`config.mk`:
```
export PLATFORM = sky130hd
export DESIGN_NAME = adder_entry_sequencer_flat
export DESIGN_NICKNAME = d
export VERILOG_FILES = /design/src/rtl/adder_entry_sequencer_pkg.sv /design/src/rtl/adder_entry_sequencer_if.sv /design/src/rtl/adder_entry_sequencer_key_edge_detect.sv /design/src/rtl/sevensegment.sv /design/src/rtl/adder_entry_sequencer.sv /design/src/flat_wrapper.sv
export SDC_FILE = /design/constraint.sdc
export NUM_CORES = 1
export LEC_CHECK = 0
export CAP_MARGIN = 20
export CORE_MARGIN = 1
export CORE_UTILIZATION = 54
export DETAILED_ROUTE_END_ITERATION = 10
export PLACE_DENSITY = 0.9
export SYNTH_ARGS = -nofsm -noshare
export SYNTH_HDL_FRONTEND = slang
export SYNTH_SLANG_ARGS = --single-unit
```
`constraint.sdc`:
```
create_clock -name clock -period 2.4 [get_ports clock]
set_clock_uncertainty 0.2 [all_clocks]
set_input_delay 0.48 -clock clock [delete_from_list [all_inputs] [get_ports clock]]
set_output_delay 0.48 -clock clock [all_outputs]
set_load 0.1 [all_outputs]
```
`src/rtl/adder_entry_sequencer_pkg.sv`:
```
// -----------------------------------------------------------------------------
// adder_entry_sequencer_pkg
// Shared types and constants for the adder entry sequencer:
//   state_e        - entry sequence states, GET_A .. SHOW
//   sum_t          - registered sum width (0..10 fits in 5 bits)
//   DIGIT_TEN      - threshold used to split the sum into tens/ones
//   state_to_led() - one-hot LED pattern for a state (bit 0 = GET_A)
// -----------------------------------------------------------------------------
package adder_entry_sequencer_pkg;

    typedef enum logic [2:0] {
        GET_A   = 3'd0,
        GET_B   = 3'd1,
        GET_C   = 3'd2,
        GET_CIN = 3'd3,
        ADD     = 3'd4,
        SHOW    = 3'd5
    } state_e;

    typedef logic [4:0] sum_t;

    localparam sum_t DIGIT_TEN = 5'd10;

    // Enum values are consecutive from 0, so the LED bit index is the
    // state encoding itself.
    function automatic logic [5:0] state_to_led(input state_e s);
        return 6'b000001 << s;
    endfunction

endpackage

```
`src/rtl/adder_entry_sequencer_if.sv`:
```
// -----------------------------------------------------------------------------
// adder_entry_sequencer_if
// Board-side signal bundle of the adder entry sequencer.
//   sw[2:0]      - operand value (sw[1:0]) and carry-in value (sw[2])
//   key_enter_n  - active-low "accept / advance" pushbutton
//   key_clear_n  - active-low "abort / restart" pushbutton
//   HEX1, HEX0   - active-low seven-segment digits, [0:6] = a..g
//   ledr         - one-hot state indicator
//   sum_valid    - high while the result is displayed
// master drives switches/keys (board or bench), slave is the sequencer.
// -----------------------------------------------------------------------------
interface adder_entry_sequencer_if;

    logic [2:0] sw;
    logic       key_enter_n;
    logic       key_clear_n;
    logic [0:6] HEX1;
    logic [0:6] HEX0;
    logic [5:0] ledr;
    logic       sum_valid;

    modport master (
        output sw, key_enter_n, key_clear_n,
        input  HEX1, HEX0, ledr, sum_valid
    );

    modport slave (
        input  sw, key_enter_n, key_clear_n,
        output HEX1, HEX0, ledr, sum_valid
    );

endinterface

```
`src/rtl/adder_entry_sequencer_key_edge_detect.sv`:
```
// -----------------------------------------------------------------------------
// key_edge_detect
// Synchronises an active-low pushbutton and emits a one-cycle pulse on each
// press (synchronised falling edge). Holding the key yields a single pulse.
//   clk, rst_n - clock, asynchronous active-low reset
//   key_n_i    - raw active-low key
//   pulse_o    - one-cycle press pulse, SYNC_STAGES cycles after key_n_i falls
// -----------------------------------------------------------------------------
module key_edge_detect #(
    parameter int SYNC_STAGES = 2
) (
    input  logic clk,
    input  logic rst_n,
    input  logic key_n_i,
    output logic pulse_o
);

    logic [SYNC_STAGES-1:0] sync_q;
    logic [SYNC_STAGES-1:0] settle_q;
    logic                   prev_q;
    logic                   settled;

    // The synchroniser resets to "released", which would fake a release
    // followed by a press for a key held through reset. settle_q blocks edge
    // detection until the chain holds real samples, and prev_q starts as
    // "pressed" so a held key must be seen released before it can fire.
    assign settled = settle_q[SYNC_STAGES-1];

    // NOTE: sequential state is updated with non-blocking assignments so every
    // flop samples the pre-edge values regardless of statement order.
    always_ff @(posedge clk or negedge rst_n) begin
        if (!rst_n) begin
            sync_q   <= '1;
            settle_q <= '0;
            prev_q   <= 1'b0;
        end else begin
            sync_q   <= {sync_q[SYNC_STAGES-2:0], key_n_i};
            settle_q <= {settle_q[SYNC_STAGES-2:0], 1'b1};
            prev_q   <= settled ? sync_q[SYNC_STAGES-1] : 1'b0;
        end
    end

    assign pulse_o = settled & prev_q & ~sync_q[SYNC_STAGES-1];

endmodule

```
`src/rtl/sevensegment.sv`:
```
// -----------------------------------------------------------------------------
// sevensegment
// Decimal digit to seven-segment decoder, active-low outputs.
//   value_i - digit value, 0..9 decoded, anything larger blanks the digit
//   seg_o   - segments [0:6] = a..g, 0 = lit
// -----------------------------------------------------------------------------
module sevensegment #(
    parameter int W = 5
) (
    input  logic [W-1:0] value_i,
    output logic [0:6]   seg_o
);

    // NOTE: every combinational output gets a default first so that no
    // path through the block leaves it unassigned and infers a latch.
    always_comb begin
        seg_o = 7'b1111111;
        case (value_i)
            W'(0): seg_o = 7'b0000001;
            W'(1): seg_o = 7'b1001111;
            W'(2): seg_o = 7'b0010010;
            W'(3): seg_o = 7'b0000110;
            W'(4): seg_o = 7'b1001100;
            W'(5): seg_o = 7'b0100100;
            W'(6): seg_o = 7'b0100000;
            W'(7): seg_o = 7'b0001111;
            W'(8): seg_o = 7'b0000000;
            W'(9): seg_o = 7'b0000100;
            default: seg_o = 7'b1111111;
        endcase
    end

endmodule

```
`src/rtl/adder_entry_sequencer.sv`:
```
// -----------------------------------------------------------------------------
// adder_entry_sequencer
// Clocked entry front-end for the 3-operand 2-bit adder. The user enters A, B,
// C (sw[1:0]) and carry-in (sw[2]) with one enter press per step; the sum
// (0..10) is registered and shown on two seven-segment digits.
//   clock   - system clock
//   resetn  - asynchronous active-low reset
//   bus     - slave side of adder_entry_sequencer_if (switches, keys,
//             HEX1/HEX0 digits, one-hot ledr, sum_valid)
// -----------------------------------------------------------------------------
module adder_entry_sequencer
    import adder_entry_sequencer_pkg::*;
#(
    parameter int SYNC_STAGES = 2,
    parameter int DIGIT_W     = 5
) (
    input  logic                        clock,
    input  logic                        resetn,
    adder_entry_sequencer_if.slave      bus
);

    logic               enter_pulse;
    logic               clear_pulse;
    logic [2:0]         sw_sync_q [SYNC_STAGES];
    logic [2:0]         sw_s;

    state_e             state_q;
    logic [1:0]         a_q, b_q, c_q;
    logic               cin_q;
    sum_t               sum_q;
    logic [DIGIT_W-1:0] tens_q;
    logic [DIGIT_W-1:0] ones_q;

    key_edge_detect #(.SYNC_STAGES(SYNC_STAGES)) u_enter (
        .clk     (clock),
        .rst_n   (resetn),
        .key_n_i (bus.key_enter_n),
        .pulse_o (enter_pulse)
    );

    key_edge_detect #(.SYNC_STAGES(SYNC_STAGES)) u_clear (
        .clk     (clock),
        .rst_n   (resetn),
        .key_n_i (bus.key_clear_n),
        .pulse_o (clear_pulse)
    );

    // Switch synchroniser; same depth as the keys so a switch set together
    // with a key press is already stable when the enter pulse arrives.
    always_ff @(posedge clock or negedge resetn) begin
        if (!resetn) begin
            for (int i = 0; i < SYNC_STAGES; i++) sw_sync_q[i] <= 3'b000;
        end else begin
            sw_sync_q[0] <= bus.sw;
            for (int i = 1; i < SYNC_STAGES; i++) sw_sync_q[i] <= sw_sync_q[i-1];
        end
    end

    assign sw_s = sw_sync_q[SYNC_STAGES-1];

    // Sequencer and display registers. The digit registers follow the current
    // state, so the segments lag a state or switch change by one cycle.
    always_ff @(posedge clock or negedge resetn) begin
        if (!resetn) begin
            state_q <= GET_A;
            a_q     <= 2'b00;
            b_q     <= 2'b00;
            c_q     <= 2'b00;
            cin_q   <= 1'b0;
            sum_q   <= '0;
            tens_q  <= DIGIT_W'(1);
            ones_q  <= '0;
        end else begin
            case (state_q)
                GET_A:   begin tens_q <= DIGIT_W'(1); ones_q <= DIGIT_W'(sw_s[1:0]); end
                GET_B:   begin tens_q <= DIGIT_W'(2); ones_q <= DIGIT_W'(sw_s[1:0]); end
                GET_C:   begin tens_q <= DIGIT_W'(3); ones_q <= DIGIT_W'(sw_s[1:0]); end
                GET_CIN: begin tens_q <= DIGIT_W'(4); ones_q <= DIGIT_W'(sw_s[2]);   end
                SHOW: begin
                    // Sum never exceeds 10, so a single compare replaces a divider.
                    if (sum_q >= DIGIT_TEN) begin
                        tens_q <= DIGIT_W'(1);
                        ones_q <= DIGIT_W'(sum_q - DIGIT_TEN);
                    end else begin
                        tens_q <= '0;
                        ones_q <= DIGIT_W'(sum_q);
                    end
                end
                default: ; // ADD holds the previous frame
            endcase

            if (clear_pulse) begin
                state_q <= GET_A;
                a_q     <= 2'b00;
                b_q     <= 2'b00;
                c_q     <= 2'b00;
                cin_q   <= 1'b0;
                sum_q   <= '0;
            end else begin
                case (state_q)
                    GET_A:   if (enter_pulse) begin a_q   <= sw_s[1:0]; state_q <= GET_B;   end
                    GET_B:   if (enter_pulse) begin b_q   <= sw_s[1:0]; state_q <= GET_C;   end
                    GET_C:   if (enter_pulse) begin c_q   <= sw_s[1:0]; state_q <= GET_CIN; end
                    GET_CIN: if (enter_pulse) begin cin_q <= sw_s[2];   state_q <= ADD;     end
                    ADD: begin
                        sum_q   <= sum_t'(a_q) + sum_t'(b_q) + sum_t'(c_q) + sum_t'(cin_q);
                        state_q <= SHOW;
                    end
                    SHOW:    if (enter_pulse) state_q <= GET_A;
                    default: state_q <= GET_A;
                endcase
            end
        end
    end

    assign bus.ledr      = state_to_led(state_q);
    assign bus.sum_valid = (state_q == SHOW);

    sevensegment #(.W(DIGIT_W)) u_hex1 (.value_i(tens_q), .seg_o(bus.HEX1));
    sevensegment #(.W(DIGIT_W)) u_hex0 (.value_i(ones_q), .seg_o(bus.HEX0));

endmodule

```
`src/flat_wrapper.sv`:
```
// flat-port wrapper written by rule: the top's interface ports become plain ports
module adder_entry_sequencer_flat import adder_entry_sequencer_pkg::*;
#(
    parameter int SYNC_STAGES = 2,
    parameter int DIGIT_W     = 5
)
  (clock, resetn, bus_sw, bus_key_enter_n, bus_key_clear_n, bus_HEX1, bus_HEX0, bus_ledr, bus_sum_valid);
  adder_entry_sequencer_if bus_i ();
  input  logic clock;
  input  logic resetn;
  input wire logic [$bits(bus_i.sw)-1:0] bus_sw;
  input wire logic [$bits(bus_i.key_enter_n)-1:0] bus_key_enter_n;
  input wire logic [$bits(bus_i.key_clear_n)-1:0] bus_key_clear_n;
  output wire logic [$bits(bus_i.HEX1)-1:0] bus_HEX1;
  output wire logic [$bits(bus_i.HEX0)-1:0] bus_HEX0;
  output wire logic [$bits(bus_i.ledr)-1:0] bus_ledr;
  output wire logic [$bits(bus_i.sum_valid)-1:0] bus_sum_valid;
  assign bus_i.sw = bus_sw;
  assign bus_i.key_enter_n = bus_key_enter_n;
  assign bus_i.key_clear_n = bus_key_clear_n;
  assign bus_HEX1 = bus_i.HEX1;
  assign bus_HEX0 = bus_i.HEX0;
  assign bus_ledr = bus_i.ledr;
  assign bus_sum_valid = bus_i.sum_valid;
  adder_entry_sequencer #(.SYNC_STAGES(SYNC_STAGES), .DIGIT_W(DIGIT_W)) u_core (.clock(clock), .resetn(resetn), .bus(bus_i));
endmodule
```
==> results.json, run 1 <==
{
  "status": "finished clean",
  "required_ns": 1.72,
  "ys_types": 42,
  "path_cells": "ha_1 > or2_2 > a21oi_4 > o21bai_2 > buf_12",
  "clk_latency_ns": 0.29,
  "die_area_um2": 4010,
  "wl_met1_um": 1590,
  "drt_first_pass_iters": 5,
  "layout.nets": 259,
  "wl_per_cell_um": 13.9,
  "hp-class": "register to register",
  "setup.worst_path.start": "u_core.ones_q[0]",
  "antenna_found_initial": 0,
  "setup_violations": 0,
  "grt_overflow": 0,
  "row_count": 21,
  "met3_length_um": 202,
  "synth_edf_count": 0,
  "die_h_um": 63.3,
  "critPathSlowestCell": "dfrtp_2",
  "cts_buffers": 5,
  "drive_above_1_share_pct": 25.0,
  "globalRouteTotalUtil_pct": 21.5,
  "max_stage_delay_ns": 0.44,
  "final_cell_mix": "dfrtp_1, nand2_1, buf_12, inv_1",
  "cts_tree": "yes",
  "timing.rr.end": "u_core.sum_q[2]",
  "synth_nets": 229,
  "period_share_pct": 98.1,
  "hold_viol_final": 0,
  "grt_pass1_vias": 1446,
  "start_util_pct": 58.6,
  "port_buffers": 27,
  "worst-setup-path-type": "register to output pin",
  "hpwl_um": 2850,
  "start_kind": "register",
  "r2r_slack_ns": 0.26,
  "drtIter0Drc": 74,
  "hold_depth": 0,
  "vias_per_cell": 5.44,
  "synthCells": 205,
  "area_delta_synth_final_pct": 34.9,
  "hold_ws_ns": 0.151,
  "maxSlewViolCount": 0,
  "hold_end": "u_core.sw_s[2]",
  "drc": 0,
  "grt_pass1_wl_um": 6580,
  "via_count": 1533,
  "crit_path_end_kind": "output pin",
  "cp.arrival_ns": 1.67,
  "hp-start": "u_core.sw_sync_q[5]",
  "drv_cap": 0,
  "clk_path_buf_depth": 2,
  "ys_seq_area_share_pct": 44.6,
  "ant_nets": 0,
  "fillers": 224,
  "r2r_start": "u_core.b_q[0]",
  "syn-cell-area_um2": 2030,
  "multi_input_area_um2": 1100,
  "ctsHtreeMaxLevel": 2,
  "avgSynthCellArea_um2": 9.91,
  "gp_congestion": 0.796,
  "n_antenna_cell": 0,
  "die_w_um": 63.3,
  "root_buffer": "clkbuf_8",
  "cts.sinks": 36,
  "wl_met2_um": 2060,
  "final_common_cell": "dfrtp_1",
  "fmax_mhz": 425,
  "ys.flop_type": "dfrtp_1",
  "core_area_um2": 3470,
  "async_flop_share_pct": 100,
  "top_layer": "met4",
  "ys.warnings.count": 0,
  "synth-seq-cells": 36,
  "holdBufCountCts": 0,
  "grt_max_degree": 37,
  "min_period_ns": 2.35,
  "regArea_um2": 908,
  "routed_wl_um": 3910,
  "clk_pin_slew_ns": 0.07,
  "crit_fanout": 5,
  "pin_count": 28,
  "reg2regPathDepth": 5
}
-- layer usage --
metal | vias up | track usage [%]
li1 | 743 | -
met1 | 744 | 25.7
met3 | 5 | 5.62
met4 | 0 | 8.24
met2 | 41 | 36.8
met5 | - | 0
-- state kept, by name (all words and copies together) (netlist names) --
name                     cells
u_core.cin_q                 1
u_core.u_clear.sync_q        2
u_core.c_q                   2
u_core.sw_s                  3
u_core.b_q                   2
u_core.sw_sync_q             3
u_core.u_enter.sync_q        2
u_core.u_enter.settle_q      1
u_core.u_enter.prev_q        1
u_core.a_q                   2
u_core.state_q               3
u_core.ones_q                5
u_core.sum_q                 4
u_core.tens_q                3
u_core.u_clear.prev_q        1
u_core.u_clear.settle_q      1
-- final cells by class --
class	count	area share, %
clock buffer	5	2.51
inverter	16	2.19
sequential	36	33.1
multi-input combinational	144	40.3
tap	46	2.10
timing repair buffer	32	18.9
clock inverter	3	0.867
-- cell families (layout without fill, tap and decap cells) --
logic type | after synthesis | in the layout | synth area share [%]
buf+inv | 25 | 56 | 5.23
simple gates | 78 | 78 | 20.6
mux | 11 | 11 | 5.42
compound gates | 34 | 34 | 11.1
fa+ha+maj | 17 | 17 | 11.6
xor+xnor | 3 | 3 | 1.29
flops | 36 | 36 | 44.6
other cells | 1 | 1 | 0.185
-- worst max-delay path: cells and delay by family, from the launching register on --
kind            cells  cell delay (ns)
flops               1             0.44
compound gates      2             0.26
simple gates        1             0.30
fa+ha+maj           1             0.21
buf+inv             1             0.17
-- synthesized netlist by cell type, types with 3 or more instances --
cell type | instances | area share (%)
nand2_1 | 24 | 4.4
nor2_1 | 14 | 2.6
and2_1 | 4 | 1.2
a21oi_1 | 10 | 2.5
fa_1 | 3 | 3.0
o21bai_1 | 6 | 2.2
ha_1 | 14 | 8.6
inv_1 | 16 | 3.0
nor2b_1 | 5 | 1.5
xnor2_1 | 3 | 1.3
mux2i_1 | 11 | 5.4
buf_2 | 4 | 0.99
clkbuf_1 | 3 | 0.55
a211oi_1 | 3 | 1.1
nor3_1 | 7 | 1.7
nand2b_1 | 8 | 2.5
dfrtp_1 | 31 | 38
o21ai_0 | 4 | 0.99
dfstp_2 | 5 | 6.5
-- worst max path at each step --
stage,end,slack [ns],depth (start not counted)
after floorplan,bus_HEX1[3],-0.56,3
after global placement,bus_HEX0[6],0.25,6
after detailed placement,bus_HEX0[6],0.21,6
after CTS,bus_HEX1[3],0.02,4
after global routing,bus_HEX0[6],-0.03,5
final,bus_HEX0[3],0.05,5
-- stage by stage --
step | setup TNS [ns] | std cells | worst slack, ns | area [µm²] | util (%)
floorplan | -1.15 | 205 | -0.558 | 2090 | -
global placement | 0 | 273 | 0.248 | 2610 | 75.3
detailed placement | 0 | 273 | 0.210 | 2610 | 75.3
CTS | 0 | 282 | 0.0197 | 2720 | 78.4
global route | -0.0688 | 282 | -0.0304 | 2740 | 79.0
finish | 0 | 282 | 0.0463 | 2740 | 79.0
-- repair_timing --
| item | in CTS | in global routing |
|---|---|---|
| pin swaps | 0 | 2 |
| setup buffers | 1 | 0 |
| setup endpoints to repair | 3 | 5 |
| gates resized for setup | 2 | 3 |
Power of run 1 is not shown: default switching activity piles up to over one toggle a cycle in this logic, so the estimate is an artifact.
==> inputs of run 2 (changes only) <==
--- a/config.mk
+++ b/config.mk
@@ -9,7 +9,7 @@
 export CORE_MARGIN = 1
 export CORE_UTILIZATION = 54
 export DETAILED_ROUTE_END_ITERATION = 10
-export PLACE_DENSITY = 0.9
+export PLACE_DENSITY = 0.8
 export SYNTH_ARGS = -nofsm -noshare
 export SYNTH_HDL_FRONTEND = slang
 export SYNTH_SLANG_ARGS = --single-unit
==> constraint.sdc (replaced) <==
create_clock -name clock -period 2.2 [get_ports clock]
set_clock_uncertainty 0.2 [all_clocks]
set_input_delay 0.44 -clock clock [delete_from_list [all_inputs] [get_ports clock]]
set_output_delay 0.44 -clock clock [all_outputs]
set_load 0.1 [all_outputs]
==> run 2 against run 1 <==
Against the previous run: the run now ends with negative setup slack left; flip-flop and latch count unchanged; cell count up 5.3%; critical path type unchanged; largest cell class unchanged; critical path depth up 1; non-clock buffer count up 15; critical endpoint unchanged; count of clock-buffer cells in the layout unchanged.
==> results.json, run 2 (synthesized netlist as in run 1, its figures left out) <==
{
  "reg2regPathDepth": 6,
  "grt_pass1_vias": 1687,
  "r2r_slack_ns": -0.05,
  "pin_count": 28,
  "vias_per_cell": 5.50,
  "timing.rr.end": "u_core.sum_q[3]",
  "largest_register": "u_core.ones_q",
  "ctsHtreeMaxLevel": 2,
  "globalRouteTotalUtil_pct": 26.0,
  "final_cell_mix": "dfrtp_1, nand2_1, buf_12, buf_4",
  "grt_overflow": 0,
  "die_h_um": 63.3,
  "antenna_found_initial": 0,
  "required_ns": 1.56,
  "hpwl_um": 3280,
  "pre_cts_ws_ns": 0.0331,
  "core_area_um2": 3470,
  "drt_first_pass_iters": 4,
  "hold_viol_final": 0,
  "rsz0062_at_grt": "true",
  "fillers": 148,
  "gp_congestion": 0.803,
  "start_kind": "register",
  "cp.arrival_ns": 1.63,
  "drc": 0,
  "clk_path_buf_depth": 2,
  "die_w_um": 63.3,
  "start_util_pct": 58.6,
  "drv_cap": 0,
  "worst-setup-path-type": "register to output pin",
  "cts.sinks": 36,
  "row_count": 21,
  "regArea_um2": 912,
  "die_area_um2": 4010,
  "drive_above_1_share_pct": 43.0,
  "maxSlewViolCount": 0,
  "grt_pass1_wl_um": 7980,
  "via_count": 1633,
  "status": "finished, violations left",
  "min_period_ns": 2.27,
  "grt_max_degree": 37,
  "final_common_cell": "dfrtp_1",
  "routed_wl_um": 4990,
  "hold_depth": 0,
  "port_buffers": 27,
  "clk_latency_ns": 0.29,
  "multi_input_area_um2": 1320,
  "reg_top3": "u_core.ones_q (5), u_core.sum_q (4)",
  "crit_path_end_kind": "output pin",
  "violations": "negative setup slack",
  "layout_setup_ws_ns": -0.0737,
  "holdBufCountCts": 0,
  "hold_end": "u_core.sw_s[1]",
  "clk_pin_slew_ns": 0.07,
  "hp-start": "u_core.sw_sync_q[4]",
  "r2r_start": "u_core.a_q[0]",
  "ant_nets": 0,
  "setup_violations": 3,
  "layout.nets": 274,
  "hold_ws_ns": 0.145,
  "drtIter0Drc": 52,
  "cts_tree": "yes",
  "hp-class": "register to register",
  "largest_register_ffs": 5,
  "cts_buffers": 5,
  "crit_fanout": 3,
  "n_antenna_cell": 0,
  "wl_per_cell_um": 16.8,
  "period_share_pct": 103,
  "fmax_mhz": 440,
  "root_buffer": "clkbuf_8",
  "area_delta_synth_final_pct": 51.5
}
-- run 2: cell count changes in the layout (fill, tap and decap cells not counted), moves of 4 or more --
cell      before  now
buf_4          5   18
o21bai_4       0    6
o21bai_2       6    0
inv_1         16   10
a21oi_1        8    3
inv_2          0    4
nor2_1        13    8
ha_1          13    8
a21oi_4        1    5
-- run 2: area by class of cell --
type	instances	share of cell area, %
Clock buffer	5	2.23
Clock inverter	3	0.610
Inverter	16	2.15
Multi-Input combinational cell	144	42.8
Sequential cell	36	29.6
Tap cell	46	1.87
Timing Repair Buffer	47	20.7
-- run 2: metrics by stage --
| stage | area, µm² | utilization, % | instances | setup TNS [ns] |
|---|---|---|---|---|
| 2_1_floorplan | 2180 | - | 205 | -1.23 |
| 3_3_place_gp | 2730 | 78.7 | 277 | 0 |
| 3_5_place_dp | 2730 | 78.7 | 277 | 0 |
| 4_1_cts | 2950 | 85.0 | 294 | -0.124 |
| 5_1_grt | 3080 | 88.8 | 297 | -0.435 |
| 6_report | 3080 | 88.8 | 297 | -0.186 |
-- run 2: critical path, stage by stage, from the launching register on --
cell,delay (ns)
dfrtp_1,0.39
inv_2,0.08
ha_2,0.17
or2_4,0.24
a21oi_4,0.20
o21bai_4,0.09
buf_12,0.17
-- run 2: what timing repair did --
action | in CTS | in global routing
pin swaps | 5 | 9
endpoints found under the setup margin | 12 | 15
resized for setup | 19 | 29
buffers inserted | 9 | 3
-- run 2: how the worst max path moves through the flow --
stage / start / to / slack, ns / depth (start not counted)
after floorplan: u_core.state_q[0] / u_core.a_q[0] / -0.38 / 4
after global placement: u_core.b_q[0] / u_core.sum_q[2] / 0.12 / 5
after detailed placement: u_core.b_q[0] / u_core.sum_q[3] / 0.03 / 6
after CTS: u_core.ones_q[1] / bus_HEX0[4] / -0.04 / 6
after global routing: u_core.a_q[0] / u_core.sum_q[3] / -0.12 / 6
final: u_core.ones_q[1] / bus_HEX0[3] / -0.07 / 6
-- run 2: per-layer routing --
layer  vias to the layer above  wire length (µm)  track usage, %  share of wire (%)
li1                        776                 -               -                  -
met1                       815              1970            29.7                 39
met3                         9               123            4.53                2.5
met5                         -                 0               0                  0
met4                         0               108            6.82                2.2
met2                        33              2790            48.9                 56
Power of run 2 is left out for the same reason.
==> inputs of run 3 (changes only) <==
--- a/config.mk
+++ b/config.mk
@@ -9,6 +9,7 @@
 export CORE_MARGIN = 1
 export CORE_UTILIZATION = 54
 export DETAILED_ROUTE_END_ITERATION = 10
+export MAX_ROUTING_LAYER = met4
 export PLACE_DENSITY = 0.8
 export SYNTH_ARGS = -nofsm -noshare
 export SYNTH_HDL_FRONTEND = slang
==> run 3 against run 2 <==
Against the previous run: the flow still finishes with violations (negative setup slack); global-route usage increased by 0.79 points; flip-flop and latch count did not move; cell count is the same; sequential share of layout area is the same; die area unchanged; maximum frequency up 0.11%; critical path depth shrank 1; count of clock-buffer cells in the layout unchanged; register-to-register slack is essentially flat; worst hold slack hardly changed; design area stayed put; core utilization did not move; critical endpoint unchanged.
==> results.json, run 3 (synthesized netlist as in run 1, its figures left out) <==
{
  "path_cells": "ha_2 > or2_4 > a21oi_4 > o21bai_4 > buf_12",
  "cts_buffers": 5,
  "drc": 0,
  "drive_above_1_share_pct": 43.0,
  "clk_pin_slew_ns": 0.07,
  "gp_congestion": 0.814,
  "via_count": 1635,
  "final_cell_mix": "dfrtp_1, nand2_1, buf_12, buf_4",
  "setup_violations": 3,
  "globalRouteTotalUtil_pct": 26.7,
  "crit_path_end_kind": "output pin",
  "cts_tree": "yes",
  "cts.sinks": 36,
  "maxSlewViolCount": 0,
  "multi_input_area_um2": 1320,
  "antenna_found_initial": 0,
  "ctsHtreeMaxLevel": 2,
  "hp-class": "register to register",
  "crit_family": "flip-flops",
  "vias_per_cell": 5.51,
  "cp.arrival_ns": 1.63,
  "hold_depth": 0,
  "required_ns": 1.56,
  "worst-path-stages": 5,
  "clk_path_buf_depth": 2,
  "core_area_um2": 3470,
  "routed_wl_um": 4990,
  "rsz0062_at_grt": "true",
  "critPathSlowestCell": "dfrtp_1",
  "grt_pass1_wl_um": 7990,
  "path_buf_inv": 1,
  "hpwl_um": 3280,
  "fillers": 148,
  "die_w_um": 63.3,
  "ant_nets": 0,
  "area_delta_synth_final_pct": 51.5,
  "drt_first_pass_iters": 4,
  "grt_max_degree": 37,
  "post-place-cells": 277,
  "regArea_um2": 912,
  "layout.cells.non_filler": 297,
  "violations": "negative setup slack",
  "period_share_pct": 103,
  "die_h_um": 63.3,
  "fmax_mhz": 440,
  "hold_viol_final": 0,
  "port_buffers": 27,
  "reg2regPathDepth": 6,
  "pin_count": 28,
  "largest_register_ffs": 5,
  "drv_cap": 0,
  "grt_pass1_vias": 1687,
  "crit_fanout": 4,
  "max_stage_delay_ns": 0.43,
  "wl_per_cell_um": 16.8,
  "reg_top3": "u_core.ones_q (5), u_core.sum_q (4)",
  "holdBufCountCts": 0,
  "die_area_um2": 4010,
  "min_period_ns": 2.27,
  "start_util_pct": 58.6,
  "row_count": 21,
  "final_common_cell": "dfrtp_1",
  "layout_setup_ws_ns": -0.0711,
  "grt_overflow": 0,
  "largest_register": "u_core.ones_q",
  "drtIter0Drc": 62,
  "status": "finished, violations left",
  "root_buffer": "clkbuf_8",
  "layout.nets": 274,
  "worst-setup-path-type": "register to output pin",
  "fin_tns_setup_ns": -0.182,
  "clk_latency_ns": 0.29,
  "start_kind": "register",
  "n_antenna_cell": 0
}
-- run 3: cell counts in the layout (fill, tap and decap cells not counted) --
Identical to the previous run, type by type.
-- run 3: worst register-to-register path: stages, from the launching register on --
cell and delay [ns]:
dfrtp_1 0.39, ha_2 0.19, fa_1 0.49, ha_1 0.32, nor2b_1 0.14, o211ai_1 0.27, a21oi_2 0.11
-- run 3: area by class of cell --
class	count	area share (%)
clock buffer	5	2.23
tap	46	1.87
inverter	16	2.15
sequential	36	29.6
timing repair buffer	47	20.7
multi-input combinational	144	42.8
clock inverter	3	0.610
-- run 3: timing repair --
action                                  CTS  global route
pin swaps                                 5             9
endpoints found under the hold margin     0             0
setup buffers                             9             3
endpoints found under the setup margin   12            15
resized for setup                        19            29
-- run 3: metal layers --
layer | track usage, % | share of wire [%] | vias to the layer above | wire [µm]
met1 | 29.8 | 39 | 813 | 1960
met3 | 4.53 | 2.6 | 9 | 131
met4 | 6.82 | 2.1 | 0 | 103
li1 | - | - | 776 | -
met5 | - | 0 | - | 0
met2 | 48.9 | 56 | 37 | 2790
-- run 3: worst paths after layout --
| kind | end | slack, ns | start |
|---|---|---|---|
| max | bus_HEX0[3] | -0.07 | u_core.ones_q[0] |
| max in group asynchronous | u_core.ones_q[3] | 1.09 | resetn |
| min | u_core.sw_s[1] | 0.14 | u_core.sw_sync_q[4] |
| min reg2reg | u_core.sw_s[1] | 0.14 | u_core.sw_sync_q[4] |
| max reg2reg | u_core.sum_q[3] | -0.05 | u_core.a_q[0] |
| min in group asynchronous | u_core.state_q[1] | 0.37 | resetn |
-- run 3: through the flow --
step	setup WS [ns]	utilization (%)	cell area (µm²)	hold slack (ns)
6_report	-0.0711	88.8	3080	0.145
5_1_grt	-0.124	88.8	3080	0.160
4_1_cts	-0.0389	85.0	2950	0.151
3_5_place_dp	0.0331	78.7	2730	0.135
3_3_place_gp	0.117	78.7	2730	0.133
2_1_floorplan	-0.377	-	2180	-0.0556
Power of run 3 is left out for the same reason.
